### src/rtl/scr1_dmem_port_wdog_pkg.sv
// Shared memory-interface types and watchdog default constants for the
// data-memory router port watchdog.
package scr1_dmem_port_wdog_pkg;

    localparam int unsigned SCR1_DMEM_AWIDTH = 32;
    localparam int unsigned SCR1_DMEM_DWIDTH = 32;

    typedef enum logic {
        SCR1_MEM_CMD_RD = 1'b0,
        SCR1_MEM_CMD_WR = 1'b1
    } type_scr1_mem_cmd_e;

    typedef enum logic [1:0] {
        SCR1_MEM_WIDTH_BYTE  = 2'b00,
        SCR1_MEM_WIDTH_HWORD = 2'b01,
        SCR1_MEM_WIDTH_WORD  = 2'b10,
        SCR1_MEM_WIDTH_ERROR = 2'b11
    } type_scr1_mem_width_e;

    typedef enum logic [1:0] {
        SCR1_MEM_RESP_NOTRDY = 2'b00,
        SCR1_MEM_RESP_RDY_OK = 2'b01,
        SCR1_MEM_RESP_RDY_ER = 2'b10
    } type_scr1_mem_resp_e;

    // Per-port watchdog defaults; each router-port instance may override them.
    localparam int unsigned                  SCR1_DMEM_WDOG_ACK_TIMEOUT  = 16;
    localparam int unsigned                  SCR1_DMEM_WDOG_RESP_TIMEOUT = 64;
    localparam int unsigned                  SCR1_DMEM_WDOG_CNT_W        = 8;
    localparam int unsigned                  SCR1_DMEM_WDOG_ERRCNT_W     = 8;
    localparam logic [SCR1_DMEM_DWIDTH-1:0] SCR1_DMEM_WDOG_ERR_RDATA    = 32'hBADBADBA;

endpackage

### src/rtl/scr1_dmem_port_wdog_sat_cnt.sv
// Saturating up-counter with synchronous clear.
module scr1_sat_cnt #(
    parameter int unsigned W = 8
) (
    input  logic         clk,
    input  logic         rst,
    input  logic         clr,
    input  logic         inc,
    output logic [W-1:0] cnt
);

    localparam logic [W-1:0] MAX = '1;

    always_ff @(posedge clk or posedge rst) begin
        if (rst) begin
            cnt <= '0;
        end else if (clr) begin
            cnt <= '0;
        end else if (inc && (cnt != MAX)) begin
            cnt <= cnt + W'(1);
        end
    end

endmodule

### src/rtl/scr1_dmem_port_wdog.sv
// Bus watchdog between a dmem router port and its slave: forwards traffic,
// converts stalled address/data phases into error responses and drains late replies.
module scr1_dmem_port_wdog
    import scr1_dmem_port_wdog_pkg::*;
#(
    parameter int unsigned                  ACK_TIMEOUT  = SCR1_DMEM_WDOG_ACK_TIMEOUT,
    parameter int unsigned                  RESP_TIMEOUT = SCR1_DMEM_WDOG_RESP_TIMEOUT,
    parameter logic [SCR1_DMEM_DWIDTH-1:0] ERR_RDATA    = SCR1_DMEM_WDOG_ERR_RDATA,
    parameter int unsigned                  CNT_W        = SCR1_DMEM_WDOG_CNT_W
) (
    input  logic                          clk,
    input  logic                          rst,
    input  logic                          s_req,
    output logic                          s_req_ack,
    input  type_scr1_mem_cmd_e            s_cmd,
    input  type_scr1_mem_width_e          s_width,
    input  logic [SCR1_DMEM_AWIDTH-1:0]   s_addr,
    input  logic [SCR1_DMEM_DWIDTH-1:0]   s_wdata,
    output logic [SCR1_DMEM_DWIDTH-1:0]   s_rdata,
    output type_scr1_mem_resp_e           s_resp,
    output logic                          m_req,
    output type_scr1_mem_cmd_e            m_cmd,
    output type_scr1_mem_width_e          m_width,
    output logic [SCR1_DMEM_AWIDTH-1:0]   m_addr,
    output logic [SCR1_DMEM_DWIDTH-1:0]   m_wdata,
    input  logic                          m_req_ack,
    input  logic [SCR1_DMEM_DWIDTH-1:0]   m_rdata,
    input  type_scr1_mem_resp_e           m_resp,
    input  logic                          err_clr,
    output logic                          err_flag,
    output logic [SCR1_DMEM_WDOG_ERRCNT_W-1:0] err_cnt,
    output logic                          drain_busy
);

    typedef enum logic [1:0] {
        ST_IDLE   = 2'b00,
        ST_DATA   = 2'b01,
        ST_ACKERR = 2'b10,
        ST_DRAIN  = 2'b11
    } state_e;

    // Last wait cycle index for each phase; a zero timeout disables its compare.
    localparam bit               ACK_EN    = (ACK_TIMEOUT != 0);
    localparam bit               RESP_EN   = (RESP_TIMEOUT != 0);
    localparam logic [CNT_W-1:0] ACK_LAST  = CNT_W'(ACK_EN  ? ACK_TIMEOUT  - 1 : 0);
    localparam logic [CNT_W-1:0] RESP_LAST = CNT_W'(RESP_EN ? RESP_TIMEOUT - 1 : 0);

    state_e           state, state_nxt;
    logic [CNT_W-1:0] cnt, cnt_nxt;
    logic             timeout;

    assign m_cmd   = s_cmd;
    assign m_width = s_width;
    assign m_addr  = s_addr;
    assign m_wdata = s_wdata;

    always_ff @(posedge clk or posedge rst) begin
        if (rst) begin
            state    <= ST_IDLE;
            cnt      <= '0;
            err_flag <= 1'b0;
        end else begin
            state <= state_nxt;
            cnt   <= cnt_nxt;
            if (timeout) begin
                err_flag <= 1'b1;
            end else if (err_clr) begin
                err_flag <= 1'b0;
            end
        end
    end

    always_comb begin
        state_nxt  = state;
        cnt_nxt    = cnt;
        m_req      = 1'b0;
        s_req_ack  = 1'b0;
        s_resp     = SCR1_MEM_RESP_NOTRDY;
        s_rdata    = m_rdata;
        drain_busy = 1'b0;
        timeout    = 1'b0;

        case (state)
            ST_IDLE: begin
                m_req     = s_req;
                s_req_ack = m_req_ack;
                if (!s_req) begin
                    cnt_nxt = '0;
                end else if (m_req_ack) begin
                    state_nxt = ST_DATA;
                    cnt_nxt   = '0;
                end else if (ACK_EN && (cnt == ACK_LAST)) begin
                    // Forced ack releases the core; the error reply follows next cycle
                    s_req_ack = 1'b1;
                    state_nxt = ST_ACKERR;
                    cnt_nxt   = '0;
                    timeout   = 1'b1;
                end else begin
                    cnt_nxt = cnt + CNT_W'(1);
                end
            end
            ST_ACKERR: begin
                s_resp    = SCR1_MEM_RESP_RDY_ER;
                s_rdata   = ERR_RDATA;
                state_nxt = ST_IDLE;
            end
            ST_DATA: begin
                s_resp = m_resp;
                case (m_resp)
                    SCR1_MEM_RESP_NOTRDY: begin
                        if (RESP_EN && (cnt == RESP_LAST)) begin
                            s_resp    = SCR1_MEM_RESP_RDY_ER;
                            s_rdata   = ERR_RDATA;
                            state_nxt = ST_DRAIN;
                            cnt_nxt   = '0;
                            timeout   = 1'b1;
                        end else begin
                            cnt_nxt = cnt + CNT_W'(1);
                        end
                    end
                    SCR1_MEM_RESP_RDY_OK: begin
                        m_req     = s_req;
                        s_req_ack = m_req_ack;
                        cnt_nxt   = '0;
                        state_nxt = (s_req && m_req_ack) ? ST_DATA : ST_IDLE;
                    end
                    default: begin
                        cnt_nxt   = '0;
                        state_nxt = ST_IDLE;
                    end
                endcase
            end
            ST_DRAIN: begin
                drain_busy = 1'b1;
                if (m_resp != SCR1_MEM_RESP_NOTRDY) begin
                    state_nxt = ST_IDLE;
                end
            end
            default: begin
                state_nxt = ST_IDLE;
                cnt_nxt   = '0;
            end
        endcase

        // Keep the slave and core handshakes quiet while reset is held
        if (rst) begin
            m_req     = 1'b0;
            s_req_ack = 1'b0;
        end
    end

    scr1_sat_cnt #(
        .W (SCR1_DMEM_WDOG_ERRCNT_W)
    ) u_err_cnt (
        .clk (clk),
        .rst (rst),
        .clr (1'b0),
        .inc (timeout),
        .cnt (err_cnt)
    );

endmodule

### config.mk
export PLATFORM = sky130hd
export DESIGN_NAME = scr1_dmem_port_wdog
export DESIGN_NICKNAME = d
export VERILOG_FILES = /design/src/rtl/scr1_dmem_port_wdog_pkg.sv /design/src/rtl/scr1_dmem_port_wdog_sat_cnt.sv /design/src/rtl/scr1_dmem_port_wdog.sv
export SDC_FILE = /design/constraint.sdc
export NUM_CORES = 1
export LEC_CHECK = 0
export ABC_AREA = 1
export CORE_MARGIN = 10
export CORE_UTILIZATION = 29
export DETAILED_ROUTE_END_ITERATION = 10
export GPL_TIMING_DRIVEN = 0
export PLACE_DENSITY = 0.81
export SYNTH_ARGS = -nofsm -noshare
export SYNTH_HDL_FRONTEND = slang
export SYNTH_SLANG_ARGS = --single-unit
### constraint.sdc
create_clock -name clk -period 2.6 [get_ports clk]
set_clock_uncertainty 0.2 [all_clocks]
set_input_delay 0.52 -clock clk [delete_from_list [all_inputs] [get_ports clk]]
set_output_delay 0.52 -clock clk [all_outputs]
set_load 0.02 [all_outputs]
* After elaboration in Yosys (flattened, before gate mapping)
Index checks and enable logic that the tools add are counted.
Word-level totals: flip-flop bits (word level) 19, bits of input ports 106, output and inout port bits 113, logic and storage cells 62
Cells by class: add/sub/neg operators 2, equal/unequal tests 11, muxes and demuxes 37, reductions and logical operators 8
Operators with widths (number):
- $mux W32 | 2
- $pmux W32 S2 | 1
- $mux W8 | 5
- $add A8 B1 Y8 const B | 2
- $pmux W8 S2 | 1
- $mux W1 | 15
- $mux W2 | 7
- $eq A8 B4 Y1 const B | 1
- $eq A8 B6 Y1 const B | 1
- $ne A8 B8 Y1 const B | 1
- $pmux W2 S2 | 2
- $pmux W2 S4 | 1
- $ne A3 B3 Y1 const B | 2
- $pmux W1 S2 | 3
- $reduce_bool A2 Y1 | 3
- $eq A2 B1 Y1 const B | 2
- $eq A2 B2 Y1 const B | 2
- $logic_not A2 Y1 | 2
- $ne A2 B2 Y1 const B | 2
- $reduce_and A4 Y1 | 1
- $logic_and A1 B1 Y1 | 2

* Logic depth before layout (Yosys ltp)
Gate-level depths: netlist of run 1.
word-level depth 6, gate-level depth with buffers 10, depth with buffers taken out 10

* Modules after synthesis
A second synthesis of run 1 with hierarchy kept.
Second synthesis, totals: cell total of the unflattened synthesis 331, area, all modules 2242.2 µm²
Modules (own cells, without submodules):
- scr1_dmem_port_wdog | times used 1, cells each 262, area an instance 1735.4 µm², seq. area each 275.3 µm²
- scr1_sat_cnt | times used 1, cells each 69, area an instance 506.7 µm², seq. area each 200.2 µm²

* Worst setup path before layout of run 1
Ideal clock, no wire load.
kind flip-flop to output port, from register state[0], to output port s_rdata[10], data arrival time 1.491 ns, data required time 1.880 ns, slack 0.389 ns, stages on the path, launching flop included 9, buffers on the path 1, cell sequence dfrtp_1 > inv_1 > ha_1 > inv_1 > nor2_1 > inv_1 > clkbuf_1 > nand2_1 > nand2_1
On the way: longest elaborated chain between the ends 2, elaborated cells on any way between the ends 3, classes of those cells 2 x eq/ne; 1 x mux
RTL lines:
- from (decl) | RTL line scr1_dmem_port_wdog.sv:48 | state_e state, state_nxt;
- from (signal assigned) | RTL line scr1_dmem_port_wdog.sv:63 | state <= state_nxt;
- $eq A2 B1 Y1 / $eq A2 B2 Y1 (equally long branches) | RTL line scr1_dmem_port_wdog.sv:83 | case (state)
- $pmux W32 S2 (*) | RTL line scr1_dmem_port_wdog.sv:83
- to (decl) | RTL line scr1_dmem_port_wdog.sv:19 | output logic [SCR1_DMEM_DWIDTH-1:0] s_rdata,
Every way passes the cells marked *; elsewhere a longest branch is shown, timed or not.

* Worst setup path after layout of run 1
from register cnt[1], to output port s_rdata[10]
On the way: longest elaborated chain between the ends 4
RTL lines:
- from (decl) | RTL line scr1_dmem_port_wdog.sv:49 | logic [CNT_W-1:0] cnt, cnt_nxt;
- from (signal assigned) | RTL line scr1_dmem_port_wdog.sv:64 | cnt <= cnt_nxt;
- $eq A8 B6 Y1 | RTL line scr1_dmem_port_wdog.sv:111 | if (RESP_EN && (cnt == RESP_LAST)) begin
- $mux W32 | RTL line scr1_dmem_port_wdog.sv:111
- $mux W32 | RTL line scr1_dmem_port_wdog.sv:109 | case (m_resp)
- $pmux W32 S2 | RTL line scr1_dmem_port_wdog.sv:83
No other way between the ends.

==> metrics.md, run 1 <==
| Metric | Value |
|---|---|
| Worst path required time | 1880 ps |
| Die area | 0.0111 mm^2 |
| Final std cells w/o fill | 581 |
| Routed WL | 9440 um |
| Flops & latches, synth | 19 |
| Placed cell count | 560 |
| Area Overhead vs Synth | 87.8% |
| Synthesized area per cell | 6.80 um^2 |
| First-pass GRT wire length | 14000 um |
| Vias | 2453 |
| Number of flops mapped to enable cells by yosys | 0 |
| R2R depth | 11 |
| Core area | 0.00718 mm^2 |
| CTS root buffer | clkbuf_8 |
| H-tree depth | 1 |
| Register area | between 400 and 500 um^2 |
| Data arrival time of the critical path | 1820 ps |
| GR peak layer | met2 |
| Hold Path Stages | 2 |
| Met2 Track Usage GR | 0.301 |
| Fraction of layout cells with a size suffix above 1 | 0.342 |
| Initial DRC count | 105 |
| TritonCTS clock tree | yes |
| Initial antenna violation count | 0 |
| Crit. End Element | output pin |
| Cts hold-fix bufs | 0 |
| Sequential share of the synthesized area | 0.226 |
| Pint | 0.00150 W |
| Worst setup path class | register to output pin |
| FILL cells | 663 |
| DRC | 0 |
| Relative slew slack | 0.668 |
| Syn Inst Count | 310 |
| DRT Pass-1 Iters | 4 |
| Final setup fails | 0 |
| Gr usage total | 0.156 |
| Antenna fix cells | 0 |
| Status | completed |
| Clock tree buffer depth | 2 |
| I/O pin cnt | 219 |
| Pin count of the biggest net entering global routing | 11 |
| M1 GR Usage | 0.169 |
| GR Util met3 | 0.0408 |
| Area contributors post-synth | buf_4 (24%), dfrtp_1 (23%), nand2_1 (17%) |
| Post-route ant nets | 0 |
| Clk pwr share | 0.072 |
| Vias in the first global route | approximately 2400 |
| Period minus WS final | between 2000 and 3000 ps |
| Crit Reg-Reg Startpoint | state[1] |
| Initial core utilization | 0.294 |
| TritonCTS Buffers | 3 |
| Net Switching | 0.00147 W |
| Max Cap Viol | 0 |
| FF-to-FF End | cnt[7] |
| Min-delay src | u_err_cnt.cnt[0] |
| Die Y | 105 um |
| Top FF cell, synth | dfrtp_1 |
| Pwr Density | 749 mW/mm^2 |
| Top cells by count, synth | nand2_1 (93), buf_4 (68), inv_1 (27) |
| Sequential share of power | 0.121 |
| Unique masters post-synth | 29 |
| Maximum vdd drop | 0.369 mV |
| Multi-input combinational cell area | ~0.0011 mm^2 |
| Worst slew pin tran | 495 ps |
| Hold crit path type | register to register |
| Syn nets | 422 |
| Clk sink count | 19 |
| WL per Instance | ~16 um |
| CP startpoint | cnt[1] |
| Net Sw Frac | 0.495 |
| Synth Warn # | 0 |
| Asr flop ratio synth | 1.00 |
| Comb power frac | 0.807 |
| Setup_tns | 0 ps |
| RSZ-0062 raised after global routing | true |
| R2R Setup Slk | 730 ps |
| Clk_lat worst skew | 260 ps |
| Max Fclk | 394 MHz |
| Most frequent cell after synthesis | nand2_1 |
| Vias/cell | 4.22 |
| Row Count | 31 |
| Total Power | about 0.0030 W |
| Final Hold Slack | 341 ps |
| Startpoint Class | register |
| Count of final hold-check violations | 0 |
| Hold Path End | u_err_cnt.cnt[0] |
| Period utilization | 0.976 |
| LEAKAGE | around 2.0 nW |
| Mapped Area | 0.00211 mm^2 |
| Cell taking the most area after synthesis | buf_4 |
| Post-DP HPWL | 7920 um |
| I/O Buffers | 151 |
| Synth top area share | 0.242 |
| Final Max Slew Viols | 0 |
| Die width | 105 um |
| Worst Path Max Fanout | 5 |
| Fin nets | a little under 600 |
| GR Overflow Total | 0 |
| Clk slew on worst S/H paths | 70 ps |
| GPL Wtd Cong | 0.788 |
[layout by cell type, fill, tap and decap left out, types with 2 or more instances in the layout]
cell	count
nand2_4	3
inv_2	7
nor2_1	24
ha_1	3
nand3_1	20
o21ai_0	2
buf_2	14
ha_4	3
clkbuf_2	3
xnor2_1	4
inv_1	23
nand2_2	11
buf_4	84
nand3_4	2
clkdlybuf4s50_1	112
nand2_1	85
nand4_1	2
o21ai_2	2
clkbuf_8	3
dfrtp_1	19
nor2_4	4
xor2_1	6
a21oi_1	3
dlygate4sd2_1	5
nor3_1	2
nor2_2	3
buf_6	19
[stage by stage]
step                      utilization  setup WS [ps]  cell area (um^2)
after floorplan                     -            389              2110
final                           0.551           61.8              3960
after CTS                       0.530          -2.12              3800
after global routing            0.551          -33.5              3960
after detailed placement        0.522           -670              3740
after global placement          0.522           -651              3740
[how the worst max path moves through the flow]
stage                   to  slack [ps]
2_1_floorplan  s_rdata[10]         390
3_3_place_gp    s_rdata[1]        -650
6_report       s_rdata[10]          60
5_1_grt        s_rdata[22]         -30
3_5_place_dp    s_rdata[1]        -670
4_1_cts        s_rdata[19]          -2
[power groups by stage]
stage / combinational, W / clock, W / sequential [W]
after floorplan: 0.00124 / 0 / 0.000356
after detailed placement: 0.00224 / 0 / 0.000364
after CTS: 0.00215 / 0.000218 / 0.000353
after global placement: 0.00222 / 0 / 0.000361
after global routing: 0.00258 / 0.000231 / 0.000363
final: 0.00239 / 0.000212 / 0.000360
[worst max-delay path, cell delays in order, from the launching register on]
cell and delay [ps]:
dfrtp_1 420, ha_4 170, nand3_4 80, nor2_4 190, nand3_4 90, inv_2 80
o21ai_4 80, buf_12 130, buf_6 120, nand2_1 50, buf_4 130
[registers in the layout, summed over array words and instances (netlist names)]
signal         cells
cnt                8
state              2
err_flag           1
u_err_cnt.cnt      8
[kinds of logic after synthesis]
| kind of cell | share of synthesized area |
|---|---|
| adders and majority gates | 0.0356 |
| xor gates and xnor gates | 0.0416 |
| and+or+nand+nor | 0.340 |
| AOI/OAI and AO/OA | 0.0457 |
| buffers and inverters | 0.312 |
| DFF | 0.226 |
[layer usage]
| layer | up-vias | share of wire |
|---|---|---|
| li1 | 1231 | - |
| met1 | 1110 | 0.37 |
| met2 | 107 | 0.55 |
| met3 | 5 | 0.074 |
| met4 | 0 | 0.0043 |
| met5 | - | 0 |
[area by class of cell]
class / instances / share of cell area
Inverter: 31 / 0.0304
Tap cell: 99 / 0.0313
Timing Repair Buffer: 167 / 0.397
Buffer: 72 / 0.140
Multi-Input combinational cell: 188 / 0.268
Clock buffer: 4 / 0.0114
Timing Repair inverter: 1 / 0.00127
Sequential cell: 19 / 0.120
[what timing repair did]
item | 4_1_cts | 5_1_grt
setup buffers | 9 | 5
gates cloned | 3 | 0
resized for setup | 153 | 46
pin swaps | 4 | 4
endpoints found under the setup margin | 36 | 34
Note: power is estimated with default switching activity, not from simulation.
==> inputs of run 2 (changes only) <==
ABC_AREA = unset   (was 1)
PLACE_DENSITY = 0.82   (was 0.81)
SKIP_LAST_GASP = 1   (was unset)
==> metrics.md, run 2 <==
| Metric | Value |
|---|---|
| H-tree depth | 1 (unchanged) |
| Die area | 0.0109 mm^2 (was 0.0111 mm^2) |
| Syn Inst Count | 244 (was 310) |
| Die width | 104 um (was 105 um) |
| Hold crit path type | register to register (unchanged) |
| Synth Warn # | 0 (unchanged) |
| Count of final hold-check violations | 0 (unchanged) |
| Pint | 0.00170 W (was 0.00150 W) |
| Clk pwr share | 0.069 (was 0.072) |
| Clock tree buffer depth | 2 (unchanged) |
| DRT Pass-1 Iters | 4 (unchanged) |
| Net Switching | 0.00139 W (was 0.00147 W) |
| Status | complete, but fails checks (was completed) |
| Placed cell count | 491 (was 560) |
| Routed WL | 9020 um (was 9440 um) |
| Fraction of layout cells with a size suffix above 1 | 0.400 (was 0.342) |
| Pin count of the biggest net entering global routing | 20 (was 11) |
| CTS root buffer | clkbuf_8 (unchanged) |
| Max Fclk | 382 MHz (was 394 MHz) |
| Register area | 479 um^2 (was 475 um^2) |
| Post-route ant nets | 0 (unchanged) |
| Sequential share of the synthesized area | 0.230 (was 0.226) |
| R2R Setup Slk | 420 ps (was 730 ps) |
| Max Cap Viol | 0 (unchanged) |
| Worst Path Max Fanout | 6 (was 5) |
| Final std cells w/o fill | 513 (was 581) |
| Vias in the first global route | 2324 (was 2398) |
| CP endpoint | s_rdata[25] (was s_rdata[10]) |
| Final setup fails | 1 (was 0) |
| GR Overflow Total | 0 (unchanged) |
| Vias/cell | 4.50 (was 4.22) |
| Sequential share of power | 0.113 (was 0.121) |
| FILL cells | 605 (was 663) |
| Mapped Area | 0.00207 mm^2 (was 0.00211 mm^2) |
| Startpoint Class | register (unchanged) |
| Failing checks | negative setup slack |
| Syn nets | 356 (was 422) |
| Relative slew slack | 0.509 (was 0.668) |
| Unique masters post-synth | 45 (was 29) |
| Most frequent cell after synthesis | buf_4 (was nand2_1) |
| Setup ws final | -16.5 ps (was 61.8 ps) |
| Asr flop ratio synth | 1.00 (unchanged) |
| Commonest non-fill, non-tap cell in the layout | clkdlybuf4s50_1 (unchanged) |
| RSZ-0062 raised after global routing | true (unchanged) |
| Multi-input combinational cell area | 0.00113 mm^2 (was 0.00106 mm^2) |
| Worst slew pin tran | 736 ps (was 495 ps) |
| Initial core utilization | 0.301 (was 0.294) |
| Comb power frac | 0.819 (was 0.807) |
| Synthesized area per cell | 8.48 um^2 (was 6.80 um^2) |
| CP startpoint | state[1] (was cnt[1]) |
| LEAKAGE | 1.92 nW (was 2.03 nW) |
| Most frequent cells in the layout | clkdlybuf4s50_1 (113), buf_4 (82), buf_6 (38), a21o_1 (21) (was clkdlybuf4s50_1 (112), nand2_1 (85), buf_4 (84), nor2_1 (24), inv_1 (23)) |
| Core area | 0.00687 mm^2 (was 0.00718 mm^2) |
| FF-to-FF End | u_err_cnt.cnt[1] (was cnt[7]) |
| Flops & latches, synth | 19 (unchanged) |
| Die Y | 104 um (was 105 um) |
| R2R depth | 8 (was 11) |
| Largest registers | cnt (8), u_err_cnt.cnt (8), state (2) (unchanged) |
| Worst setup path class | register to output pin (unchanged) |
| Maximum vdd drop | 0.461 mV (was 0.369 mV) |
| DRC | 0 (unchanged) |
| Synth top area share | 0.243 (was 0.242) |
| Top cells by count, synth | buf_4 (67), a21o_1 (21), dfrtp_1 (19) (was nand2_1 (93), buf_4 (68), inv_1 (27)) |
| Clk sink count | 19 (unchanged) |
| Period utilization | 1.01 (was 0.976) |
| Final Hold Slack | 309 ps (was 341 ps) |
| Final Max Slew Viols | 0 (unchanged) |
| Clk slew on worst S/H paths | 80 ps (was 70 ps) |
| I/O pin cnt | 219 (unchanged) |
| Area Overhead vs Synth | 95.5% (was 87.8%) |
| Crit Reg-Reg Startpoint | state[1] (unchanged) |
| Crit. End Element | output pin (unchanged) |
| Cell taking the most area after synthesis | buf_4 (unchanged) |
| Worst path required time | 1880 ps (about the same) |
| GPL Wtd Cong | 0.856 (was 0.788) |
| Clk_lat worst skew | 260 ps (about the same) |
| I/O Buffers | 151 (unchanged) |
| Vias | 2307 (was 2453) |
| TritonCTS Buffers | 3 (unchanged) |
| Data arrival time of the critical path | 1900 ps (was 1820 ps) |
| Cts hold-fix bufs | 0 (unchanged) |
| Initial DRC count | 108 (was 105) |
| Area contributors post-synth | buf_4 (24%), dfrtp_1 (23%), a21o_1 (7.6%) (was buf_4 (24%), dfrtp_1 (23%), nand2_1 (17%)) |
| Pwr Density | 762 mW/mm^2 (was 749 mW/mm^2) |
| TritonCTS clock tree | yes (unchanged) |
| Initial antenna violation count | 0 (unchanged) |
| First-pass GRT wire length | 13100 um (was 14000 um) |
| Number of flops mapped to enable cells by yosys | 0 (unchanged) |
| Fin nets | 530 (was 595) |
| Row Count | 30 (was 31) |
| Gr usage total | 0.147 (was 0.156) |
| Antenna fix cells | 0 (unchanged) |
| Net Sw Frac | 0.449 (was 0.495) |
| Top FF cell, synth | dfrtp_1 (unchanged) |
| Period minus WS final | 2620 ps (was 2540 ps) |
| Post-DP HPWL | 7490 um (was 7920 um) |
| WL per Instance | 17.6 um (was 16.3 um) |
| Setup_tns | -16.5 ps (was 0 ps) |
run 2: cell types whose count changed in the layout (fill, tap and decap cells not counted), sizes merged, moves of 4 or more:
cell,previous run,this run
nand2,99,16
inv,30,5
nor2,31,6
a21o,0,21
nand3,23,6
and2,0,13
buf,118,124
nor3b,0,6
o211ai,1,6
nor2b,0,4
nor3,2,6
run 2: power by group through the flow:
stage | logic (W) | registers (W) | clock network, W
4_1_cts | 0.00208 | 0.000340 | 0.000214
3_5_place_dp | 0.00217 | 0.000346 | 0
3_3_place_gp | 0.00215 | 0.000345 | 0
6_report | 0.00253 | 0.000347 | 0.000212
2_1_floorplan | 0.00122 | 0.000342 | 0
5_1_grt | 0.00268 | 0.000352 | 0.000225
run 2: logic make-up after synthesis:
| kind of cell | Yosys count | synth area share |
|---|---|---|
| adder cells (fa/ha/maj) | 6 | 0.0363 |
| multiplexers | 4 | 0.0206 |
| XOR/XNOR | 8 | 0.0339 |
| AND/OR/NAND/NOR | 78 | 0.232 |
| AO/OA/AOI/OAI | 48 | 0.175 |
| buffers and inverters | 81 | 0.273 |
| flip-flops | 19 | 0.230 |
run 2: worst min-delay path by stage:
| stage | cells after the start | to | slack, ps | from |
|---|---|---|---|---|
| after global routing | 1 | u_err_cnt.cnt[5] | 340 | u_err_cnt.cnt[5] |
| after detailed placement | 1 | u_err_cnt.cnt[5] | 300 | u_err_cnt.cnt[5] |
| after CTS | 1 | u_err_cnt.cnt[5] | 310 | u_err_cnt.cnt[5] |
| after floorplan | 1 | cnt[0] | 270 | rst |
| final | 1 | u_err_cnt.cnt[5] | 310 | u_err_cnt.cnt[5] |
| after global placement | 1 | u_err_cnt.cnt[5] | 300 | u_err_cnt.cnt[5] |
run 2: cell type report:
class,instances,share of cell area
Buffer,76,0.143
Clock buffer,3,0.0102
Clock inverter,1,0.00124
Inverter,5,0.00464
Multi-Input combinational cell,144,0.279
Sequential cell,19,0.118
Tap cell,96,0.0297
Timing Repair Buffer,169,0.413
run 2: metal layers:
layer,up-vias,routed length (um),track usage
li1,1121,-,-
met4,0,86,0.0109
met5,-,0,0
met2,124,5010,0.284
met3,6,714,0.0465
met1,1056,3210,0.156
run 2: critical path: stages (launching register included):
cell and delay [ps]:
dfrtp_1 390, inv_2 90, ha_4 150, nor3b_4 240
a31oi_4 130, nor2b_4 240, buf_6 150, a21o_1 120
buf_6 130
run 2: timing repair:
action,4_1_cts,5_1_grt
endpoints found under the setup margin,36,34
pin swaps,4,4
buffers inserted,11,5
resized for setup,169,78
gates cloned,2,1
run 2: through the flow:
| step | utilization | setup WS, ps | total power, W | area (um^2) |
|---|---|---|---|---|
| final | 0.589 | -16.5 | 0.00308 | 4050 |
| after global routing | 0.589 | -107 | 0.00325 | 4050 |
| after CTS | 0.553 | -2.43 | 0.00263 | 3800 |
| after detailed placement | 0.539 | -869 | 0.00252 | 3700 |
| after global placement | 0.539 | -859 | 0.00249 | 3700 |
| after floorplan | - | 189 | 0.00156 | 2070 |
